`src/rtl/demux3_route16b_pkg.sv`:
```
// Shared definitions for the 1-to-3 16-bit router: destination encoding,
// per-slot state type and default sizes.
package demux3_route16b_pkg;

    localparam int WIDTH_DEF = 16;
    localparam int CNT_W_DEF = 8;
    localparam int N_CH      = 3;

    // Same encoding as the select lines of the 3-input datapath mux.
    localparam logic [1:0] DEST_OUT1 = 2'd0;
    localparam logic [1:0] DEST_OUT2 = 2'd1;
    localparam logic [1:0] DEST_OUT3 = 2'd2;
    localparam logic [1:0] DEST_NONE = 2'd3;

    typedef enum logic {
        SLOT_EMPTY = 1'b0,
        SLOT_FULL  = 1'b1
    } slot_state_e;

    function automatic logic dest_is_legal(input logic [1:0] dest);
        return dest != DEST_NONE;
    endfunction

endpackage

```
`src/rtl/demux3_route16b_if.sv`:
```
// Bus bundle for the router: one producer-side word port and three
// consumer-side channels.
interface demux3_route16b_if #(
    parameter int WIDTH = 16
) ();

    // Handshake: a transfer happens on a rising edge where valid and ready are
    // both 1. A producer holding valid may change data only after a transfer;
    // ready may depend combinationally on the consumer's own ready input.
    logic [WIDTH-1:0] in_data;
    logic [1:0]       in_dest;
    logic             in_valid;
    logic             in_ready;
    logic [WIDTH-1:0] out1_data;
    logic [WIDTH-1:0] out2_data;
    logic [WIDTH-1:0] out3_data;
    logic [2:0]       out_valid;
    logic [2:0]       out_ready;

    modport master (
        output in_data, in_dest, in_valid, out_ready,
        input  in_ready, out1_data, out2_data, out3_data, out_valid
    );

    modport slave (
        input  in_data, in_dest, in_valid, out_ready,
        output in_ready, out1_data, out2_data, out3_data, out_valid
    );

endinterface

```
`src/rtl/demux3_route16b_demux_slot.sv`:
```
// One output channel of the router: a single-entry holding register with a
// two-state EMPTY/FULL FSM and a saturating delivered-word counter.
module demux_slot
    import demux3_route16b_pkg::*;
#(
    parameter int WIDTH = WIDTH_DEF,
    parameter int CNT_W = CNT_W_DEF
) (
    input  logic             clock_i,
    input  logic             reset_n_i,
    input  logic             load_i,
    input  logic [WIDTH-1:0] data_i,
    input  logic             ready_i,
    input  logic             clear_i,
    output logic [WIDTH-1:0] data_o,
    output logic             valid_o,
    output logic             can_accept_o,
    output logic [CNT_W-1:0] cnt_o,
    output slot_state_e      state_o
);

    localparam logic [CNT_W-1:0] CNT_MAX = '1;
    localparam logic [CNT_W-1:0] CNT_ONE = CNT_W'(1);

    slot_state_e      state_q, state_d;
    logic [WIDTH-1:0] data_q, data_d;
    logic [CNT_W-1:0] cnt_q, cnt_d;
    logic             fire;

    assign fire = (state_q == SLOT_FULL) && ready_i;

    always_comb begin
        state_d = state_q;
        data_d  = data_q;
        cnt_d   = cnt_q;

        // A load in the same cycle as a drain keeps the slot FULL.
        case (state_q)
            SLOT_EMPTY: if (load_i) state_d = SLOT_FULL;
            SLOT_FULL:  if (fire && !load_i) state_d = SLOT_EMPTY;
            default:    state_d = SLOT_EMPTY;
        endcase

        if (load_i) data_d = data_i;

        if (clear_i) begin
            cnt_d = '0;
        end else if (fire && (cnt_q != CNT_MAX)) begin
            cnt_d = cnt_q + CNT_ONE;
        end
    end

    always_ff @(posedge clock_i or negedge reset_n_i) begin
        if (!reset_n_i) begin
            state_q <= SLOT_EMPTY;
            data_q  <= '0;
            cnt_q   <= '0;
        end else begin
            state_q <= state_d;
            data_q  <= data_d;
            cnt_q   <= cnt_d;
        end
    end

    assign data_o       = data_q;
    assign valid_o      = (state_q == SLOT_FULL);
    assign can_accept_o = (state_q == SLOT_EMPTY) || ready_i;
    assign cnt_o        = cnt_q;
    assign state_o      = state_q;

endmodule

```
`src/rtl/demux3_route16b.sv`:
```
// Registered 1-to-3 router between the result bus and the three write-back
// consumers; illegal destination words are accepted and dropped.
module demux3_route16b
    import demux3_route16b_pkg::*;
#(
    parameter int WIDTH = WIDTH_DEF,
    parameter int CNT_W = CNT_W_DEF
) (
    input  logic             clock,
    input  logic             reset_n,
    demux3_route16b_if.slave bus,
    input  logic             cnt_clear,
    output logic [CNT_W-1:0] cnt1,
    output logic [CNT_W-1:0] cnt2,
    output logic [CNT_W-1:0] cnt3,
    output logic             drop_err,
    output logic [2:0]       slot_state_dbg
);

    logic [1:0]       dest;
    logic             in_ready;
    logic [2:0]       can_accept;
    logic [2:0]       load;
    logic [2:0]       valid;
    logic [WIDTH-1:0] slot_data [N_CH];
    logic [CNT_W-1:0] slot_cnt  [N_CH];
    slot_state_e      slot_state[N_CH];
    logic             drop_q, drop_d;

    assign dest = bus.in_dest;

    // Only words aimed at a blocked slot are stalled; other channels keep flowing.
    always_comb begin
        in_ready = 1'b1;
        case (dest)
            DEST_OUT1: in_ready = can_accept[0];
            DEST_OUT2: in_ready = can_accept[1];
            DEST_OUT3: in_ready = can_accept[2];
            default:   in_ready = 1'b1;
        endcase
    end

    assign drop_d = bus.in_valid && in_ready && !dest_is_legal(dest);

    for (genvar g = 0; g < N_CH; g++) begin : g_slot
        assign load[g] = bus.in_valid && in_ready && (dest == 2'(g));

        demux_slot #(
            .WIDTH(WIDTH),
            .CNT_W(CNT_W)
        ) u_slot (
            .clock_i     (clock),
            .reset_n_i   (reset_n),
            .load_i      (load[g]),
            .data_i      (bus.in_data),
            .ready_i     (bus.out_ready[g]),
            .clear_i     (cnt_clear),
            .data_o      (slot_data[g]),
            .valid_o     (valid[g]),
            .can_accept_o(can_accept[g]),
            .cnt_o       (slot_cnt[g]),
            .state_o     (slot_state[g])
        );

        assign slot_state_dbg[g] = (slot_state[g] == SLOT_FULL);
    end

    always_ff @(posedge clock or negedge reset_n) begin
        if (!reset_n) begin
            drop_q <= 1'b0;
        end else begin
            drop_q <= drop_d;
        end
    end

    assign bus.in_ready  = in_ready;
    assign bus.out_valid = valid;
    assign bus.out1_data = slot_data[0];
    assign bus.out2_data = slot_data[1];
    assign bus.out3_data = slot_data[2];
    assign cnt1          = slot_cnt[0];
    assign cnt2          = slot_cnt[1];
    assign cnt3          = slot_cnt[2];
    assign drop_err      = drop_q;

endmodule

```
`src/flat_wrapper.sv`:
```
// flat-port wrapper written by rule: the top's interface ports become plain ports
module demux3_route16b_flat import demux3_route16b_pkg::*;
#(
    parameter int WIDTH = WIDTH_DEF,
    parameter int CNT_W = CNT_W_DEF
)
  (clock, reset_n, cnt_clear, cnt1, cnt2, cnt3, drop_err, slot_state_dbg, bus_in_data, bus_in_dest, bus_in_valid, bus_out_ready, bus_in_ready, bus_out1_data, bus_out2_data, bus_out3_data, bus_out_valid);
  demux3_route16b_if #(.WIDTH(WIDTH)) bus_i ();
  input  logic clock;
  input  logic reset_n;
  input  logic cnt_clear;
  output logic [CNT_W-1:0] cnt1;
  output logic [CNT_W-1:0] cnt2;
  output logic [CNT_W-1:0] cnt3;
  output logic drop_err;
  output logic [2:0] slot_state_dbg;
  input wire logic [$bits(bus_i.in_data)-1:0] bus_in_data;
  input wire logic [$bits(bus_i.in_dest)-1:0] bus_in_dest;
  input wire logic [$bits(bus_i.in_valid)-1:0] bus_in_valid;
  input wire logic [$bits(bus_i.out_ready)-1:0] bus_out_ready;
  output wire logic [$bits(bus_i.in_ready)-1:0] bus_in_ready;
  output wire logic [$bits(bus_i.out1_data)-1:0] bus_out1_data;
  output wire logic [$bits(bus_i.out2_data)-1:0] bus_out2_data;
  output wire logic [$bits(bus_i.out3_data)-1:0] bus_out3_data;
  output wire logic [$bits(bus_i.out_valid)-1:0] bus_out_valid;
  assign bus_i.in_data = bus_in_data;
  assign bus_i.in_dest = bus_in_dest;
  assign bus_i.in_valid = bus_in_valid;
  assign bus_i.out_ready = bus_out_ready;
  assign bus_in_ready = bus_i.in_ready;
  assign bus_out1_data = bus_i.out1_data;
  assign bus_out2_data = bus_i.out2_data;
  assign bus_out3_data = bus_i.out3_data;
  assign bus_out_valid = bus_i.out_valid;
  demux3_route16b #(.WIDTH(WIDTH), .CNT_W(CNT_W)) u_core (.clock(clock), .reset_n(reset_n), .bus(bus_i), .cnt_clear(cnt_clear), .cnt1(cnt1), .cnt2(cnt2), .cnt3(cnt3), .drop_err(drop_err), .slot_state_dbg(slot_state_dbg));
endmodule
```
`config.mk`:
```
export PLATFORM = sky130hd
export DESIGN_NAME = demux3_route16b_flat
export DESIGN_NICKNAME = d
export VERILOG_FILES = /design/src/rtl/demux3_route16b_pkg.sv /design/src/rtl/demux3_route16b_if.sv /design/src/rtl/demux3_route16b_demux_slot.sv /design/src/rtl/demux3_route16b.sv /design/src/flat_wrapper.sv
export SDC_FILE = /design/constraint.sdc
export NUM_CORES = 1
export LEC_CHECK = 0
export ABC_CLOCK_PERIOD_IN_PS = 3000
export CAP_MARGIN = 20
export CORE_ASPECT_RATIO = 0.9
export CORE_MARGIN = 4
export CORE_UTILIZATION = 50
export DETAILED_ROUTE_END_ITERATION = 8
export HOLD_SLACK_MARGIN = 0.1
export PLACE_DENSITY = 0.88
export SKIP_CTS_REPAIR_TIMING = 1
export SLEW_MARGIN = 20
export SYNTH_ARGS = -nofsm -noshare
export SYNTH_HDL_FRONTEND = slang
export SYNTH_SLANG_ARGS = --single-unit
export TNS_END_PERCENT = 30
```
`constraint.sdc`:
```
create_clock -name clock -period 3 [get_ports clock]
set_input_delay 0.45 -clock clock [delete_from_list [all_inputs] [get_ports clock]]
set_output_delay 0.45 -clock clock [all_outputs]
set_load 0.02 [all_outputs]
```
==> impl_metrics.yaml <==
outcome:
  status: "complete, no violations"
sta:
  rsz0062_at_grt: "no"
  worst_pin_slew_ns: 0.906
  final_hold_viol_count: 0
  fin_skew_ns: 0.0141
  period_share: 0.845
  finalSetupTns_ns: 0
  max-slew-margin-rel: 0.396
  period_minus_slack_ns: 2.53
  finalMaxSlewViolations: 0
  fin_ws_ns: 0.466
  setup_violations: 0
  fmax_ghz: 0.395
synthesis:
  synth_edf_count: 0
  syn-cell-area_sq_um: 3370
  synth_nets: 285
  async_flop_share: 1.00
  ys_ff_latch: 76
  syn_inst: 257
  ys.flop_type: "dfrtp_1"
  synth_seq_area_share: 0.565
  syn_avg_cell_area_sq_um: 13.1
  synth_cell_types: 47
  yosysWarnings: 0
worst_setup_path:
  cp-start-kind: "input pin"
  cp.required_ns: 2.55
  crit_top_cell: "clkdlybuf4s50_1"
  cpPeakStageDelay_ns: 0.65
  worstReg2RegEnd: "u_core.g_slot[2].u_slot.data_o[4]"
  critPathKind: "in2out"
  critPathSlowestCell: "clkdlybuf4s50_1"
  reg2reg_from: "u_core.g_slot[2].u_slot.state_o"
  worstSetupEndpointType: "output pin"
  cp_cell_sequence: "clkdlybuf4s50_1, nand2b_1, mux2i_1, o21ai_0, clkdlybuf4s50_1"
  r2r_setup_slack_ns: 1.30
  r2r_cells: 4
  cp_max_fo: 4
  arrival_ns: 2.08
cells_and_area:
  most-common-layout-cells: "103 x clkdlybuf4s50_1, 76 x dfrtp_1, 25 x nor2_1"
  design_area_sq_um: 4680
  seq_area_sq_um: 1900
  n_antenna_cell: 0
  drive_gt1_frac: 0.154
  area_growth_pct: 39.0
  multi_input_area_sq_um: 1350
  fill_cells: 468
  final_common_cell: "clkdlybuf4s50_1"
  final_nets: 388
floorplan:
  ios: 105
  num_rows: 28
  start_util: 0.514
  dieArea_sq_um: 8120
  coreArea_sq_um: 6550
  die_h_um: 85.9
  die_w_um: 94.5
hold_path:
  hp-class: "in2async"
grt:
  antenna_found_initial: 0
  first_global_vias: 2567
  overflow: 0
  grt_usage: 0.210
  grt_max_degree: 77
  grt_pass1_wl_um: 13100
clock_tree:
  path_clk_slew_ns: 0.07
  htreeDepth: 3
  root_buffer: "clkbuf_8"
  clock_path_buffers: 2
  clock-sinks: 76
  cts_made_buffers: 9
  clock_latency_ns: 0.34
  cts_tree: "done"
placement:
  post-place-ws_ns: 0.466
  portBuffers: 104
  finalWeightedCongestion: 0.804
  placed_area_sq_um: 4430
  dp_hpwl_um: 5660
route:
  via_count: 2436
  wl_um: 7830
  drtPass1Iterations: 5
  drc: 0
  drt_iter0_drc: 126
  vias_per_cell: 5.37
  post_drt_wl_per_cell_um: 17.2
  antenna_left: 0
flow_run:
  maxCapViolCount: 0
power:
  powerDensity_nw_per_um2: 638
  leakage_nw: 2.01
  ir_drop_mv: 0.487
-- metrics by stage --
stage | cells | hold slack (ns) | util | total power [mW]
6_report | 454 | 0.251 | 0.715 | 2.99
5_1_grt | 454 | 0.311 | 0.715 | 3.12
4_1_cts | 454 | 0.268 | 0.715 | 3.02
3_5_place_dp | 439 | 0.474 | 0.676 | 2.03
3_3_place_gp | 439 | 0.469 | 0.676 | 2.00
2_1_floorplan | 257 | 0.154 | - | 1.62
-- metal layers --
layer | global-route usage | vias to the layer above | part of all wire
met5 | 0 | - | 0
met4 | 0.0826 | 0 | 0.025
met3 | 0.0640 | 15 | 0.062
met2 | 0.342 | 85 | 0.50
met1 | 0.264 | 1210 | 0.41
li1 | - | 1126 | -
-- flip-flops by register name, summed over array words and instances, names as in the netlist --
name,count
u_core.g_slot.u_slot.data_o,48
u_core.g_slot.u_slot.cnt_o,24
u_core.g_slot.u_slot.state_o,3
u_core.drop_err,1
-- Yosys cell counts (4+ instances only) --
| cell type | count | share of area |
|---|---|---|
| a21oi_1 | 4 | 0.0059 |
| buf_4 | 6 | 0.013 |
| dfrtp_1 | 76 | 0.56 |
| mux2_1 | 20 | 0.067 |
| mux2_2 | 19 | 0.064 |
| mux2_4 | 10 | 0.045 |
| mux2i_1 | 7 | 0.021 |
| nand2_1 | 9 | 0.010 |
| nand3_1 | 7 | 0.010 |
| nand4_1 | 4 | 0.0074 |
| nor2_1 | 25 | 0.028 |
| nor3_1 | 7 | 0.010 |
| o21ai_0 | 5 | 0.0074 |
| xor2_1 | 6 | 0.016 |
-- critical path: cells and delay by family --
family                 cells  cell delay, ns
buffers and inverters      2            1.17
AND/OR/NAND/NOR            1            0.22
AO/OA/AOI/OAI              1            0.14
multiplexers               1            0.09
-- where the power goes --
group          switching, mW  internal (mW)
combinational          0.355          0.393
sequential            0.0885           1.17
clock                  0.352          0.631
-- logic make-up (layout without fill, tap and decap cells) --
kind of cell | after synthesis | count (layout) | share of synthesized area
fa+ha+maj | 3 | 3 | 0.0111
buf+inv | 17 | 124 | 0.0342
compound gates | 23 | 23 | 0.0479
xor+xnor | 8 | 8 | 0.0208
flops | 76 | 76 | 0.565
mux | 56 | 56 | 0.196
simple gates | 74 | 74 | 0.126
-- final cells by class --
class / instances / area share
tap: 90 / 0.0240
inverter: 3 / 0.00240
clock buffer: 10 / 0.0273
clock inverter: 5 / 0.0267
multi-input combinational: 164 / 0.289
sequential: 76 / 0.406
timing repair buffer: 106 / 0.225
-- how the worst max path moves through the flow --
stage,end,startpoint,depth (start not counted),slack (ns)
3_3_place_gp,bus_in_ready,bus_out_ready[0],5,0.45
6_report,bus_in_ready,bus_out_ready[0],5,0.47
5_1_grt,bus_in_ready,bus_out_ready[0],5,0.42
3_5_place_dp,bus_in_ready,bus_out_ready[0],5,0.47
2_1_floorplan,bus_in_ready,bus_in_dest[0],3,1.35
4_1_cts,bus_in_ready,bus_out_ready[0],5,0.46
Power figures use the tool's default switching activity.
==> RTL change 1 (config.mk and constraints unchanged) <==
Change the package constant `CNT_W_DEF` from 8 to 12.
--- a/src/rtl/demux3_route16b_pkg.sv
+++ b/src/rtl/demux3_route16b_pkg.sv
@@ -3,7 +3,7 @@
 package demux3_route16b_pkg;
 
     localparam int WIDTH_DEF = 16;
-    localparam int CNT_W_DEF = 8;
+    localparam int CNT_W_DEF = 12;
     localparam int N_CH      = 3;
 
     // Same encoding as the select lines of the 3-input datapath mux.
Interface: changed (resized cnt1, cnt2 and cnt3); port bits go from 105 to 117. The function was not compared with the original's and may differ.
==> RTL change 1 against the original RTL <==
- first-iteration DRC count shrank 10%
- combinational power shrank 1%
- total power is essentially flat
- wire length grew 22%
- sequential cell count grew 12
- count of clock-buffer cells in the layout shrank 1
- highest routed layer unchanged
- area after synthesis grew 21%
- setup slack lost 0.034 ns
- cell area grew 18%
==> RTL change 1: results (changes against the original RTL) <==
set qor(run_status) {finished, final reports clean} ;# unchanged
set qor(fillCellCount) 596 ;# was 468
set qor(timing.clock.skew_ns) 0.01222 ;# was 0.01411 ns
set qor(transition_time_at_the_pin_with_the_least_slew_margin_ns) 0.9934 ;# was 0.9057 ns
set qor(final_critical_path_setup_slack_ns) 0.4325 ;# was 0.4662 ns
set qor(port-buffer-count) 116 ;# was 104
set qor(via_count_of_the_routed_design) 3125 ;# was 2436
set qor(ff2ff_setup_slack_ns) 1.18 ;# was 1.30 ns
set qor(met3WireLength_um) 987 ;# was 484 µm
set qor(pre_cts_ws_ns) 0.4214 ;# was 0.4664 ns
set qor(m1WireLength_mm) 3.806 ;# was 3.217 mm
set qor(synth_xor_area_share_pct) 1.498 ;# was 2.080%
set qor(worst_r2r_startpoint) {u_core.g_slot[0].u_slot.cnt_o[0]} ;# was u_core.g_slot[2].u_slot.state_o
set qor(synth.area.mux_share_pct) 15.87 ;# was 19.58%
set qor(timing.critical_path.fanout_max) 5 ;# was 4
set qor(worst_setup_hold_path_clk_slew_ns) 0.09 ;# was 0.07 ns
set qor(p_leak_nw) 2.270 ;# was 2.012 nW
set qor(synth_seq_area_share_pct) 53.82 ;# was 56.46%
set qor(power_switching_share_pct) 29.92 ;# was 26.63%
set qor(synth_top_cells_by_count) {sky130_fd_sc_hd__dfrtp_1, sky130_fd_sc_hd__mux2_1, sky130_fd_sc_hd__nor2_1} ;# was sky130_fd_sc_hd__dfrtp_1, sky130_fd_sc_hd__nor2_1, sky130_fd_sc_hd__mux2_1
set qor(routedWlPerCell_um) 17.13 ;# was 17.24 µm
set qor(combinationalPowerShare_pct) 24.7 ;# was 25.1%
set qor(post_synth_main_area_contributors) {sky130_fd_sc_hd__dfrtp_1, sky130_fd_sc_hd__mux2_1, sky130_fd_sc_hd__mux2_2, sky130_fd_sc_hd__nor2_1, sky130_fd_sc_hd__a21oi_1} ;# was sky130_fd_sc_hd__dfrtp_1, sky130_fd_sc_hd__mux2_1, sky130_fd_sc_hd__mux2_2, sky130_fd_sc_hd__mux2_4, sky130_fd_sc_hd__nor2_1
set qor(timing.reg2reg.worst_path_depth) 5 ;# was 4
set qor(length_of_routed_met2_wiring_mm) 4.637 ;# was 3.930 mm
set qor(yosys.area_share.adder_pct) 0.9174 ;# was 1.114%
set qor(grt_pass1_vias) 3188 ;# was 2567
set qor(syn-num-nets) 368 ;# was 285
set qor(drt_iter0_markers) 113 ;# was 126
## RTL change 1: changes by cell type after synthesis, sizes merged, moves of 7 or more
cell	before	now
a21oi	4	16
and3	3	11
dfrtp	76	88
nand2	9	19
nor2b	2	9
o31ai	0	9
## RTL change 1: cell type report
type / count / area, µm² / share of cell area (%)
clock buffers: 9 / 123.9 / 2.248
flip-flops and latches: 88 / 2202 / 39.97
repair buffers: 120 / 1192 / 21.64
inverters: 4 / 15.01 / 0.2725
multi-input cells: 231 / 1777 / 32.25
clock inverters: 6 / 75.07 / 1.363
well taps: 99 / 123.9 / 2.248
## RTL change 1: metrics by stage
step / hold slack, ns / cell area (µm²)
after detailed placement: 0.4780 / 5306
after global routing: 0.1857 / 5509
after global placement: 0.4660 / 5306
final: 0.1111 / 5509
after floorplan: 0.1544 / 4091
after CTS: 0.3293 / 5505
==> RTL change 2 (config.mk and constraints unchanged) <==
Without the edit above. Put a register stage on the outputs `cnt1`, `cnt2` and `cnt3`, without a reset. The values now appear one clock later. The other outputs are not delayed to match.
--- a/src/rtl/demux3_route16b.sv
+++ b/src/rtl/demux3_route16b.sv
@@ -78,9 +78,11 @@
     assign bus.out1_data = slot_data[0];
     assign bus.out2_data = slot_data[1];
     assign bus.out3_data = slot_data[2];
-    assign cnt1          = slot_cnt[0];
-    assign cnt2          = slot_cnt[1];
-    assign cnt3          = slot_cnt[2];
+    always_ff @(posedge clock) begin
+        cnt1 <= slot_cnt[0];
+        cnt2 <= slot_cnt[1];
+        cnt3 <= slot_cnt[2];
+    end
     assign drop_err      = drop_q;
 
 endmodule
Formal check against the unedited RTL: not equivalent (Yosys sat finds a counterexample within 4 cycles, from zero or initial values and one cycle with reset_n low).
==> RTL change 2 against the original RTL <==
- combinational power hardly changed
- sequential cell count grew 24
- total power is 5.2% higher
- count of clock-buffer cells in the layout up 1
- wire length rose by 3.9%
- setup slack worse by 0.012 ns
- cell area rose by 8.1%
- area after synthesis up 13%
==> RTL change 2: results (changes against the original RTL) <==
set qor(p_leak_nw) 2.130 ;# was 2.012 nW
set qor(synth_top_cells_by_count) {sky130_fd_sc_hd__dfrtp_1, sky130_fd_sc_hd__mux2_2, sky130_fd_sc_hd__dfxtp_1} ;# was sky130_fd_sc_hd__dfrtp_1, sky130_fd_sc_hd__nor2_1, sky130_fd_sc_hd__mux2_1
set qor(grt_pass1_wl_mm) 13.37 ;# was 13.08 mm
set qor(power_switching_share_pct) 28.86 ;# was 26.63%
set qor(worst_ep_arrival_time_ns) 2.10 ;# was 2.08 ns
set qor(synth_seq_area_share_pct) 62.69 ;# was 56.46%
set qor(fraction_of_layout_instances_using_a_drive_strength_above_1_pct) 19.29 ;# was 15.38%
set qor(place.gp.congestion) 0.9159 ;# was 0.8043
set qor(postRouteWirelength_mm) 8.134 ;# was 7.827 mm
set qor(drt_iter0_markers) 53 ;# was 126
set qor(synth_cell_types) 49 ;# was 47
set qor(via_count_of_the_routed_design) 2597 ;# was 2436
set qor(clock_latency_ns) 0.36 ;# was 0.34 ns
set qor(ys_async_sr_fraction_pct) 76.00 ;# was 100.0%
set qor(vdd.ir_drop.worst_mv) 0.5263 ;# was 0.4871 mV
set qor(ff2ff_setup_slack_ns) 1.27 ;# was 1.30 ns
set qor(grt_pass1_vias) 2748 ;# was 2567
set qor(max_slew_margin_pct) 35.61 ;# was 39.62%
set qor(run_status) {finished, final reports clean} ;# unchanged
set qor(port-buffer-count) 104 ;# unchanged
set qor(timing.clock.skew_ns) 0.009718 ;# was 0.01411 ns
set qor(detailed_place.area_um2) 4868 ;# was 4431 µm²
set qor(post_synth_main_area_contributors) {sky130_fd_sc_hd__dfrtp_1, sky130_fd_sc_hd__mux2_2, sky130_fd_sc_hd__dfxtp_1, sky130_fd_sc_hd__nor2_1, sky130_fd_sc_hd__mux2i_1} ;# was sky130_fd_sc_hd__dfrtp_1, sky130_fd_sc_hd__mux2_1, sky130_fd_sc_hd__mux2_2, sky130_fd_sc_hd__mux2_4, sky130_fd_sc_hd__nor2_1
set qor(worst_path_largest_cell_delay_ns) 0.63 ;# was 0.65 ns
set qor(worst_setup_hold_path_clk_slew_ns) 0.10 ;# was 0.07 ns
set qor(worst_hold_slack_ns) 0.1975 ;# was 0.2513 ns
set qor(dp_hpwl_mm) 5.722 ;# was 5.660 mm
set qor(achievable-frequency_mhz) 392.9 ;# was 394.7 MHz
set qor(fin_nets) 417 ;# was 388
set qor(iteration_count_of_the_initial_detailed_routing_pass) 4 ;# was 5
==> RTL change 2: cell types whose count changed after synthesis, sizes merged, moves of 3 or more <==
cell    change
nor2        -5
a211oi      -3
dfxtp      +24
a21oi       +3
nand3       +3
o21ai       +4
==> RTL change 2: per-layer routing <==
metal  share of wire (%)  vias up  GRT usage (%)  wire length [µm]
met5                   0        -              0                 0
met4                0.86        0          4.096                70
met3                  12        7          11.35               965
met2                  46       99          28.50              3778
met1                  41     1277          22.28              3318
li1                    -     1214              -                 -
==> RTL change 2: stage by stage <==
| step | power (mW) | instances |
|---|---|---|
| detailed placement | 2.352 | 471 |
| CTS | 3.188 | 487 |
| global route | 3.291 | 487 |
| floorplan | 1.946 | 286 |
| global placement | 2.327 | 471 |
| finish | 3.143 | 487 |
==> RTL change 2: kinds of logic (layout without fill, tap and decap cells) <==
logic type / Yosys count / after routing / share of synthesized area, %
XOR/XNOR: 5 / 5 / 1.152
multiplexers: 54 / 54 / 15.81
flip-flops: 100 / 100 / 62.69
adder cells (fa/ha/maj): 3 / 3 / 0.9879
buffers and inverters: 18 / 126 / 3.161
AND/OR/NAND/NOR: 79 / 79 / 11.72
AO/OA/AOI/OAI: 27 / 27 / 4.478
==> RTL change 2: power groups by stage <==
| stage | combinational (mW) | clock (mW) | sequential, mW |
|---|---|---|---|
| final | 0.747 | 0.823 | 1.57 |
| after global routing | 0.795 | 0.904 | 1.59 |
| after CTS | 0.759 | 0.855 | 1.57 |
| after detailed placement | 0.753 | 0 | 1.60 |
| after global placement | 0.741 | 0 | 1.59 |
| after floorplan | 0.181 | 0 | 1.77 |
==> RTL change 2: worst paths after layout <==
kind,to,start,cells past startpoint
max,bus_in_ready,bus_out_ready[0],5
min,u_core.g_slot[2].u_slot.cnt_o[2],reset_n,1
max reg2reg,u_core.g_slot[0].u_slot.cnt_o[3],u_core.g_slot[0].u_slot.cnt_o[0],5
min reg2reg,u_core.cnt3[7],u_core.g_slot[2].u_slot.cnt_o[7],0
max in group asynchronous,u_core.g_slot[2].u_slot.data_o[10],reset_n,1
min in group clock,u_core.cnt3[7],u_core.g_slot[2].u_slot.cnt_o[7],0
==> RTL change 2: final cells by class <==
type                            instances  area (µm²)
Fill cell                             494        2160
Clock buffer                           11       151.4
Sequential cell                       100        2382
Tap cell                               93       116.4
Inverter                                3       11.26
Clock inverter                          5       41.29
Timing Repair Buffer                  107        1061
Multi-Input combinational cell        168        1297
==> RTL change 2: critical path: cells and delay by family <==
family / cells / cell delay (ns)
compound gates: 1 / 0.16
buf+inv: 2 / 1.19
mux: 1 / 0.09
simple gates: 1 / 0.20
